**config.mk**
```make
export PLATFORM = sky130hd
export DESIGN_NAME = tx_frame_receiver
export DESIGN_NICKNAME = d
export VERILOG_FILES = /design/src/rtl/tx_frame_receiver_pkg.sv /design/src/rtl/tx_frame_receiver_uart_rx_byte.sv /design/src/rtl/tx_frame_receiver.sv
export SDC_FILE = /design/constraint.sdc
export NUM_CORES = 1
export LEC_CHECK = 0
export ABC_AREA = 0
export BUFFER_PORTS_ARGS = -buffer_cell sky130_fd_sc_hd__buf_2
export CAP_MARGIN = 20
export CORE_ASPECT_RATIO = 1.2
export CORE_UTILIZATION = 60
export CTS_CLUSTER_SIZE = 12
export DETAILED_ROUTE_END_ITERATION = 16
export PLACE_DENSITY = 0.84
export REMOVE_ABC_BUFFERS = 1
export SETUP_SLACK_MARGIN = 0.3
export SYNTH_ARGS = -nofsm -noshare
export SYNTH_HDL_FRONTEND = slang
export SYNTH_SLANG_ARGS = --single-unit
export TNS_END_PERCENT = 30
```
**constraint.sdc**
```tcl
create_clock -name clock -period 2.5 [get_ports clock]
set_clock_uncertainty 0.2 [all_clocks]
set_input_delay 0.375 -clock clock [delete_from_list [all_inputs] [get_ports clock]]
set_output_delay 0.375 -clock clock [all_outputs]
set_load 0.02 [all_outputs]
```
**src/rtl/tx_frame_receiver_pkg.sv**
```systemverilog
`default_nettype none
// ============================================================================
//  Module      : tx_frame_receiver_pkg
//  Description : Shared constants and state encodings for the TX_data link
//                receiver: sync byte values, default bit divider, parser and
//                byte-receiver state enums.
//  Revision    : 1.0  initial release
// ============================================================================
package tx_frame_receiver_pkg;

    localparam int         c_def_clk_div = 434;
    localparam logic [7:0] c_sync_hi     = 8'hA5;
    localparam logic [7:0] c_sync_lo     = 8'h5A;

    // Frame parser states
    typedef enum logic [2:0] {
        P_HUNT  = 3'd0,
        P_SYNC2 = 3'd1,
        P_HI    = 3'd2,
        P_LO    = 3'd3,
        P_CSUM  = 3'd4
    } parser_state_t;

    // UART byte receiver states
    typedef enum logic [1:0] {
        RX_IDLE  = 2'd0,
        RX_START = 2'd1,
        RX_DATA  = 2'd2,
        RX_STOP  = 2'd3
    } rx_state_t;

endpackage
`default_nettype wire

```
**src/rtl/tx_frame_receiver_uart_rx_byte.sv**
```systemverilog
`default_nettype none
// ============================================================================
//  Module      : uart_rx_byte
//  Description : UART 8N1 byte deserialiser working on an already
//                synchronised line. Start bit re-checked at half a bit,
//                data and stop sampled mid-bit, LSB first.
//  Ports       : clock     in   system clock
//                reset     in   asynchronous, active-low
//                rx_sync   in   synchronised serial line (idles high)
//                data      out  last received byte
//                byte_vld  out  1-cycle pulse, good byte (stop=1)
//                frame_bad out  1-cycle pulse, stop bit sampled low
//  Revision    : 1.0  initial release
// ============================================================================
module uart_rx_byte
    import tx_frame_receiver_pkg::*;
#(
    parameter int CLK_DIV = c_def_clk_div
) (
    input  logic       clock,
    input  logic       reset,
    input  logic       rx_sync,
    output logic [7:0] data,
    output logic       byte_vld,
    output logic       frame_bad
);

    localparam int              CNT_W  = $clog2(CLK_DIV);
    localparam logic [CNT_W-1:0] c_half = CNT_W'(CLK_DIV / 2 - 1);
    localparam logic [CNT_W-1:0] c_full = CNT_W'(CLK_DIV - 1);

    rx_state_t        state_q, state_d;
    logic [CNT_W-1:0] cnt_q, cnt_d;
    logic [2:0]       bit_q, bit_d;
    logic [7:0]       shift_q, shift_d;
    logic             prev_q, prev_d;
    logic             vld_q, vld_d;
    logic             bad_q, bad_d;

    always_comb begin
        state_d = state_q;
        cnt_d   = cnt_q + CNT_W'(1);
        bit_d   = bit_q;
        shift_d = shift_q;
        prev_d  = rx_sync;
        vld_d   = 1'b0;
        bad_d   = 1'b0;
        case (state_q)
            RX_IDLE: begin
                cnt_d = '0;
                // Edge-triggered so a line held low after a framing error
                // cannot start a phantom byte.
                if (prev_q && !rx_sync) begin
                    state_d = RX_START;
                end
            end
            RX_START: begin
                if (cnt_q == c_half) begin
                    cnt_d   = '0;
                    bit_d   = 3'd0;
                    state_d = rx_sync ? RX_IDLE : RX_DATA;
                end
            end
            RX_DATA: begin
                if (cnt_q == c_full) begin
                    cnt_d   = '0;
                    shift_d = {rx_sync, shift_q[7:1]};
                    bit_d   = bit_q + 3'd1;
                    if (bit_q == 3'd7) begin
                        state_d = RX_STOP;
                    end
                end
            end
            RX_STOP: begin
                if (cnt_q == c_full) begin
                    cnt_d   = '0;
                    state_d = RX_IDLE;
                    vld_d   = rx_sync;
                    bad_d   = !rx_sync;
                end
            end
            default: state_d = RX_IDLE;
        endcase
    end

    always_ff @(posedge clock or negedge reset) begin
        if (!reset) begin
            state_q <= RX_IDLE;
            cnt_q   <= '0;
            bit_q   <= 3'd0;
            shift_q <= 8'h00;
            prev_q  <= 1'b1;
            vld_q   <= 1'b0;
            bad_q   <= 1'b0;
        end else begin
            state_q <= state_d;
            cnt_q   <= cnt_d;
            bit_q   <= bit_d;
            shift_q <= shift_d;
            prev_q  <= prev_d;
            vld_q   <= vld_d;
            bad_q   <= bad_d;
        end
    end

    assign data      = shift_q;
    assign byte_vld  = vld_q;
    assign frame_bad = bad_q;

endmodule
`default_nettype wire

```
**src/rtl/tx_frame_receiver.sv**
```systemverilog
`default_nettype none
// ============================================================================
//  Module      : tx_frame_receiver
//  Description : Receive end of the TX_data serial link. Synchronises rx,
//                deserialises bytes, hunts the sync pair, writes 16-bit
//                big-endian words and checks the additive byte checksum.
//  Ports       : clock     in   system clock
//                reset     in   asynchronous, active-low
//                rx        in   serial line, idles high, asynchronous
//                wr_en     out  1-cycle write strobe
//                wr_addr   out  word index in frame
//                wr_data   out  {hi_byte, lo_byte}
//                frame_ok  out  1-cycle pulse, good frame
//                frame_err out  1-cycle pulse, aborted frame
//                frame_cnt out  good frame count mod 16
//  Revision    : 1.0  initial release
// ============================================================================
module tx_frame_receiver
    import tx_frame_receiver_pkg::*;
#(
    parameter int         CLK_DIV = c_def_clk_div,
    parameter int         WORDS   = 256,
    parameter int         ADDR_W  = 9,
    parameter int         TIMEOUT = 20,
    parameter logic [7:0] SYNC_HI = c_sync_hi,
    parameter logic [7:0] SYNC_LO = c_sync_lo
) (
    input  logic              clock,
    input  logic              reset,
    input  logic              rx,
    output logic              wr_en,
    output logic [ADDR_W-1:0] wr_addr,
    output logic [15:0]       wr_data,
    output logic              frame_ok,
    output logic              frame_err,
    output logic [3:0]        frame_cnt
);

    localparam int TMO_LIMIT = TIMEOUT * CLK_DIV;
    localparam int TMR_W     = $clog2(TMO_LIMIT + 1);

    logic [1:0]        sync_q, sync_d;
    logic [7:0]        rx_data;
    logic              byte_vld;
    logic              frame_bad;

    parser_state_t     state_q, state_d;
    logic [ADDR_W-1:0] idx_q, idx_d;
    logic [7:0]        sum_q, sum_d;
    logic [7:0]        hi_q, hi_d;
    logic [TMR_W-1:0]  timer_q, timer_d;
    logic              wr_en_q, wr_en_d;
    logic [ADDR_W-1:0] wr_addr_q, wr_addr_d;
    logic [15:0]       wr_data_q, wr_data_d;
    logic              frame_ok_q, frame_ok_d;
    logic              frame_err_q, frame_err_d;
    logic [3:0]        frame_cnt_q, frame_cnt_d;

    assign sync_d = {sync_q[0], rx};

    uart_rx_byte #(
        .CLK_DIV (CLK_DIV)
    ) u_rx (
        .clock     (clock),
        .reset     (reset),
        .rx_sync   (sync_q[1]),
        .data      (rx_data),
        .byte_vld  (byte_vld),
        .frame_bad (frame_bad)
    );

    always_comb begin
        state_d     = state_q;
        idx_d       = idx_q;
        sum_d       = sum_q;
        hi_d        = hi_q;
        timer_d     = (state_q == P_HUNT) ? '0 : timer_q + TMR_W'(1);
        wr_en_d     = 1'b0;
        wr_addr_d   = wr_addr_q;
        wr_data_d   = wr_data_q;
        frame_ok_d  = 1'b0;
        frame_err_d = 1'b0;
        frame_cnt_d = frame_cnt_q;

        if (frame_bad) begin
            if (state_q != P_HUNT) begin
                state_d     = P_HUNT;
                frame_err_d = 1'b1;
            end
        end else if (byte_vld) begin
            // byte_vld is checked before the timeout so a byte landing on
            // the final timer cycle still counts.
            timer_d = '0;
            case (state_q)
                P_HUNT: begin
                    if (rx_data == SYNC_HI) state_d = P_SYNC2;
                end
                P_SYNC2: begin
                    if (rx_data == SYNC_LO) begin
                        state_d = P_HI;
                        idx_d   = '0;
                        sum_d   = 8'h00;
                    end else if (rx_data != SYNC_HI) begin
                        state_d = P_HUNT;
                    end
                end
                P_HI: begin
                    hi_d    = rx_data;
                    sum_d   = sum_q + rx_data;
                    state_d = P_LO;
                end
                P_LO: begin
                    wr_en_d   = 1'b1;
                    wr_addr_d = idx_q;
                    wr_data_d = {hi_q, rx_data};
                    sum_d     = sum_q + rx_data;
                    idx_d     = idx_q + ADDR_W'(1);
                    state_d   = (idx_q == ADDR_W'(WORDS - 1)) ? P_CSUM : P_HI;
                end
                P_CSUM: begin
                    if (rx_data == sum_q) begin
                        frame_ok_d  = 1'b1;
                        frame_cnt_d = frame_cnt_q + 4'd1;
                    end else begin
                        frame_err_d = 1'b1;
                    end
                    state_d = P_HUNT;
                end
                default: state_d = P_HUNT;
            endcase
        end else if ((state_q != P_HUNT) && (timer_q >= TMR_W'(TMO_LIMIT - 1))) begin
            state_d     = P_HUNT;
            frame_err_d = 1'b1;
        end
    end

    always_ff @(posedge clock or negedge reset) begin
        if (!reset) begin
            sync_q      <= 2'b11;
            state_q     <= P_HUNT;
            idx_q       <= '0;
            sum_q       <= 8'h00;
            hi_q        <= 8'h00;
            timer_q     <= '0;
            wr_en_q     <= 1'b0;
            wr_addr_q   <= '0;
            wr_data_q   <= 16'h0000;
            frame_ok_q  <= 1'b0;
            frame_err_q <= 1'b0;
            frame_cnt_q <= 4'd0;
        end else begin
            sync_q      <= sync_d;
            state_q     <= state_d;
            idx_q       <= idx_d;
            sum_q       <= sum_d;
            hi_q        <= hi_d;
            timer_q     <= timer_d;
            wr_en_q     <= wr_en_d;
            wr_addr_q   <= wr_addr_d;
            wr_data_q   <= wr_data_d;
            frame_ok_q  <= frame_ok_d;
            frame_err_q <= frame_err_d;
            frame_cnt_q <= frame_cnt_d;
        end
    end

    assign wr_en     = wr_en_q;
    assign wr_addr   = wr_addr_q;
    assign wr_data   = wr_data_q;
    assign frame_ok  = frame_ok_q;
    assign frame_err = frame_err_q;
    assign frame_cnt = frame_cnt_q;

endmodule
`default_nettype wire

```
Word-level counts from Yosys, hierarchy flattened
Cells that the tools add are included.
Operators by class
  $lt $le $gt $ge: 1
  reductions and logical operators: 21
  equality and inequality tests: 24
  mux-type cells: 46
  bitwise gates (word level): 1
  add/sub/neg operators: 6
Operator list (number)
  $mux 14: 3
  $mux 3: 10
  $mux 9: 3
  $pmux 9 s3: 1
  $add 9x1->9 const B: 2
  $eq 9x8->1 const B: 2
  $pmux 9 s2: 1
  $mux 1: 17
  $pmux 8 s2: 1
  $reduce_and 4->1: 4
  $add 14x1->14 const B: 1
  $ge 14x14->1 const B: 1
  $mux 2: 6
  $pmux 3 s4: 1
  $ne 2x1->1 const B: 5
  $eq 9x9->1 const B: 1
  $reduce_and 3->1: 3
  $add 8x8->8: 1
  $eq 8x7->1 const B: 1
  $eq 8x8->1: 1
  $eq 8x8->1 const B: 1
  $mux 8: 1
  $ne 8x8->1 const B: 1
  $pmux 2 s4: 1
  other kinds (21): 30
Word-level totals
  output and inout port bits: 32
  input bits: 3
  word-level logic and storage cells: 118
  register bits after elaboration: 101

Longest topological paths before layout
  word-level depth: 6
  gate-level depth with buffers: 8

Modules after synthesis
A second synthesis with hierarchy kept.
Second synthesis, totals
  cell total of the unflattened synthesis: 457
  area, all modules: 4839.6 um^2
By module, submodules not included
  tx_frame_receiver: area an instance 3598.5 um^2, cells each 353, instances 1, seq. area each 1904.3 um^2
  uart_rx_byte: area an instance 1241.2 um^2, cells each 104, instances 1, seq. area each 626.9 um^2

Least setup slack after synthesis
Ideal clock, no wire load.
  kind: flip-flop to flip-flop
  from: register u_rx.shift_q[4], in the netlist u_rx.data[4]
  to: register frame_cnt_q[1], in the netlist frame_cnt[1]
  slack: 358 ps
  cell stages (with the launch flop): 6
  clock period less this slack: 2142 ps
  data arrival time: 1817 ps
  setup time: 125 ps
  path buffers: 0
  path through: dfrtp_1 ha_1 nor4_1 nand3_1 nor3_2 mux2_2
On the way
  word-level cells in the longest chain between the ends: 2
RTL lines
  start: declaration: line tx_frame_receiver_uart_rx_byte.sv:35  | logic [7:0] shift_q, shift_d;
  start signal: assignment: line tx_frame_receiver_uart_rx_byte.sv:99  | shift_q <= shift_d;
  $eq 8x8->1: line tx_frame_receiver.sv:121  | if (rx_data == sum_q) begin
  $reduce_and 4->1 (no line)
  end signal: assignment: line tx_frame_receiver.sv:163  | frame_cnt_q <= frame_cnt_d;
  end: declaration: line tx_frame_receiver.sv:57  | logic [3:0] frame_cnt_q, frame_cnt_d;
No other way between the ends.
A chain may end at the register's enable or synchronous reset.

Final worst setup path
  from: register u_rx.shift_q[6], in the netlist u_rx.data[6]
  to: register state_q[0]
On the way
  word-level cells in the longest chain between the ends: 5
  elaborated cells on any way between the ends: 10
  classes of those cells: eq/ne: 5; mux: 4; reduce/logical: 1
RTL lines
  $eq 8x7->1: line tx_frame_receiver.sv:99  | if (rx_data == SYNC_LO) begin
  $mux 3: line tx_frame_receiver.sv:99
  $pmux 3 s4: line tx_frame_receiver.sv:94  | case (state_q)
  $mux 3: line tx_frame_receiver.sv:90  | end else if (byte_vld) begin
  $mux 3: line tx_frame_receiver.sv:85  | if (frame_bad) begin
  end signal: assignment: line tx_frame_receiver.sv:153  | state_q <= state_d;
  end: declaration: line tx_frame_receiver.sv:47  | parser_state_t state_q, state_d;
Several ways; a longest one is shown, not always the timed one.

==> out/qor_table.md <==
| Step | Parameter | Value |
| --- | --- | --- |
| run status | Result of the run | completed |
| layout | Final net count | 527 |
| setup path | Data arrival, critical path | 2.19 ns |
| setup path | Crit Path Max Fanout | 4 |
| synthesis | Most used flip-flop cell after synthesis | sky130_fd_sc_hd__dfrtp_1 |
| setup path | Worst Path Buf+Inv | 1 |
| power and ir drop | VDD IR-drop max | 0.506 mV |
| setup path | Class of the most critical setup path | register to register |
| global routing | Antenna violations before repair | 0 |
| die | Area of the core region | 7660 sq um |
| global routing | GRT Max-Usage Layer | met2 |
| route | DRC violation total after the first TritonRoute iteration | 222 |
| layout | Multi-input logic area | 2230 sq um |
| setup path | Critical path's top delay family | flip-flops |
| timing | Slew @ Worst Pin | 0.530 ns |
| route | TritonRoute pass-1 iters | 4 |
| placed design | Instance area after placement | 5070 sq um |
| layout | Sequential cell area | 2540 sq um |
| synthesis | Async set-reset flop share out of synthesis | 100% |
| global routing | Total Routing Usage GR | 23.4% |
| layout | Design area | 5480 sq um |
| clock network | Clk pin slew, worst setup/hold paths | 0.10 ns |
| layout | Filler instances | 493 |
| layout | Leading cell type in the layout, fill and taps excluded | sky130_fd_sc_hd__nand2_1 |
| synthesis | Post-synth EDFFs | 0 |
| timing | Fin crit period | 2.14 ns |
| synthesis | Synthesized area per cell | 10.4 sq um |
| global routing | Met1 global-route usage | 29.9% |
| timing | Headroom to the max-slew limit | 64.6% |
| timing | Setup total negative slack | 0 ns |
| timing | Max frequency | 468 MHz |
| setup path | Kind of start point of the critical path | register |
| global routing | Number of global-route vias before repair | 3420 |
| clock network | Clk buf depth | 2 |
| clock network | Number of levels the H-tree was split into | 3 |
| route | Detail-routed via count per cell | 5.75 |
| global routing | Met3 Track Usage GR | 3.65% |
| synthesis | Sequential fraction of the synthesis area | 53.2% |
| route | Number of vias in the routed layout | 3451 |
| clock network | Clock Tree Root | sky130_fd_sc_hd__clkbuf_8 |
| global routing | Met2 Resource Use GR | 39.6% |
| route | # DRC | 0 |
| power and ir drop | Static power due to leakage | 0.00271 uW |
| timing | Setup repair after global routing missed its margin | true |
| synthesis | Number of warnings printed during yosys synthesis | 0 |
| placed design | Inst Count DP | 580 |
| layout | Count of antenna diodes in the layout | 0 |
| synthesis | Netlist Area Pre-Place | 4760 sq um |
| setup path | Kind of end point of the critical path | register |
| route | Post-route antenna net violation count | 0 |
| die | Width of the die | 83.3 um |
| timing | Worst hold slack | 0.160 ns |
| setup path | Worst path max stage delay | 0.46 ns |
| setup path | Required time reported for the critical path endpoint | 2.55 ns |
| clock network | Total CTS buffers | 9 |
| layout | Most frequent cells in the layout | 105 x sky130_fd_sc_hd__nand2_1, 93 x sky130_fd_sc_hd__dfrtp_1, 35 x sky130_fd_sc_hd__nor2_1 |
| die | Count of pins on the block boundary | 35 |
| route | Total wirelength of the detailed-routed design | 9210 um |
| route | Wirelength per Cell | 15.3 um |
| setup path | Critical-path cell with the highest stage delay | sky130_fd_sc_hd__dfrtp_2 |
| power and ir drop | Power density cells | 623 nW/um^2 |
| timing | Crit share post-route | 85.4% |
| layout | Area growth syn-to-layout | 15.2% |
| timing | Pins over their slew limit | 0 |
| synthesis | Flip-flop and latch count after synthesis | 101 |
| placed design | Post-DP HPWL | 6270 um |
| die | Starting density of the core | 62.1% |
| layout | Non-filler cells, final | 600 |
| die | Rows | 35 |
| clock network | Clock tree from TritonCTS | built |
| run | Max-cap violations | 0 |
| clock network | Clock Latency Late Sink | 0.36 ns |
| timing | Setup-failing EPs final | 0 |
| clock network | Total clock sinks | 101 |
| global routing | First-pass GRT wire length | 15500 um |
| layout | Share of cells above drive strength 1 | 21.9% |
| global routing | Remaining global-route overflow | 0 |
| placed design | PortBufs | 34 |
| timing | Fin. Hold Viols | 0 |
| hold path | Min-delay worst type | register to register |
| placed design | Placer Congestion | 0.910 |
| setup path | Worst path cell trace | buf_4, nor4bb_1, nand2_1, o311ai_1, mux2_2 |
| synthesis | Synth cell types | 58 |
| die | Die area | 8290 sq um |
| die | Die extent in y | 99.5 um |
| global routing | Pin count of the biggest net entering global routing | 102 |
| synthesis | Count of mapped cells out of synthesis | 456 |
[kinds of logic (layout without fill, tap and decap cells)]
group	Yosys count	count (layout)	share of synthesized area [%]
adder cells (fa/ha/maj)	21	21	5.68
AND/OR/NAND/NOR	206	206	21.1
XOR/XNOR	29	29	5.34
flip-flops	101	101	53.2
AO/OA/AOI/OAI	55	55	7.58
buffers and inverters	22	74	1.95
multiplexers	22	22	5.13
[path summary, 6_finish.rpt]
kind	startpoint	endpoint	slack (ns)	cells after the start
min in group asynchronous	reset	wr_addr[2]	0.40	3
min	sync_q[0]	sync_q[1]	0.16	0
max	u_rx.data[6]	state_q[0]	0.36	5
max reg2reg	u_rx.data[6]	state_q[0]	0.36	5
min reg2reg	sync_q[0]	sync_q[1]	0.16	0
max in group asynchronous	reset	u_rx.data[2]	1.30	3
[metal layers]
| layer | wire (um) | share of wire, % |
|---|---|---|
| met5 | 0 | 0 |
| met4 | 148 | 1.6 |
| met3 | 299 | 3.2 |
| met2 | 4690 | 51 |
| met1 | 4070 | 44 |
[power by group]
group / internal, uW / switching (uW)
clock network: 793 / 549
registers: 1680 / 44.1
logic: 139 / 215
[flip-flops by register name, indices dropped and copies added (netlist names), 2 cells and up, named ones only]
signal / count
u_rx.bit_q: 3
frame_cnt: 4
timer_q: 14
sync_q: 2
sum_q: 8
hi_q: 8
state_q: 3
wr_data: 16
u_rx.data: 8
wr_addr: 9
idx_q: 9
u_rx.cnt_q: 9
[per-stage QoR]
stage,power (uW),util [%],setup WS (ns)
global placement,2070,66.1,0.312
CTS,3430,70.0,0.281
detailed placement,2090,66.1,0.217
finish,3420,71.5,0.365
global route,3560,71.5,0.275
floorplan,1990,-,-0.0704
[synthesized netlist by cell type (all sizes together) (2+ instances only)]
library cell	count	area share, %
mux2	19	4.5
mux2i	3	0.63
and3	5	0.66
nor3	4	0.53
nand2	106	8.4
inv	11	0.87
nand4bb	3	1.1
and2	3	0.42
nor2	35	2.8
o31ai	2	0.32
nand3b	3	0.47
o21bai	2	0.32
xor2	17	3.1
nand3	18	1.9
nand2b	3	0.39
a21o	2	0.32
dfstp	3	1.7
clkbuf	4	0.32
and4bb	2	0.53
or3	4	0.53
o311ai	2	0.37
a211oi	4	0.63
o21ai	20	2.3
nor4	4	0.53
ha	20	5.3
a22o	5	0.92
xnor2	12	2.2
buf	6	0.68
nand4	6	0.79
nor4bb	2	0.42
dfrtp	98	52
a21oi	11	1.2
[final cells by class]
cell class                 count  area share, %
clock buffer                  10           2.51
clock inverter                 6           2.44
inverter                      12          0.822
multi-input combinational    333           40.7
sequential                   101           46.3
tap                           92           2.10
timing repair buffer          46           5.11
[timing repair]
item	in CTS	in global routing
hold buffers	2	0
endpoints found under the hold margin	99	0
pin swaps	1	4
endpoints found under the setup margin	4	22
gates resized for setup	2	18
buffers inserted	0	2
(Power assumes the default switching activity.)
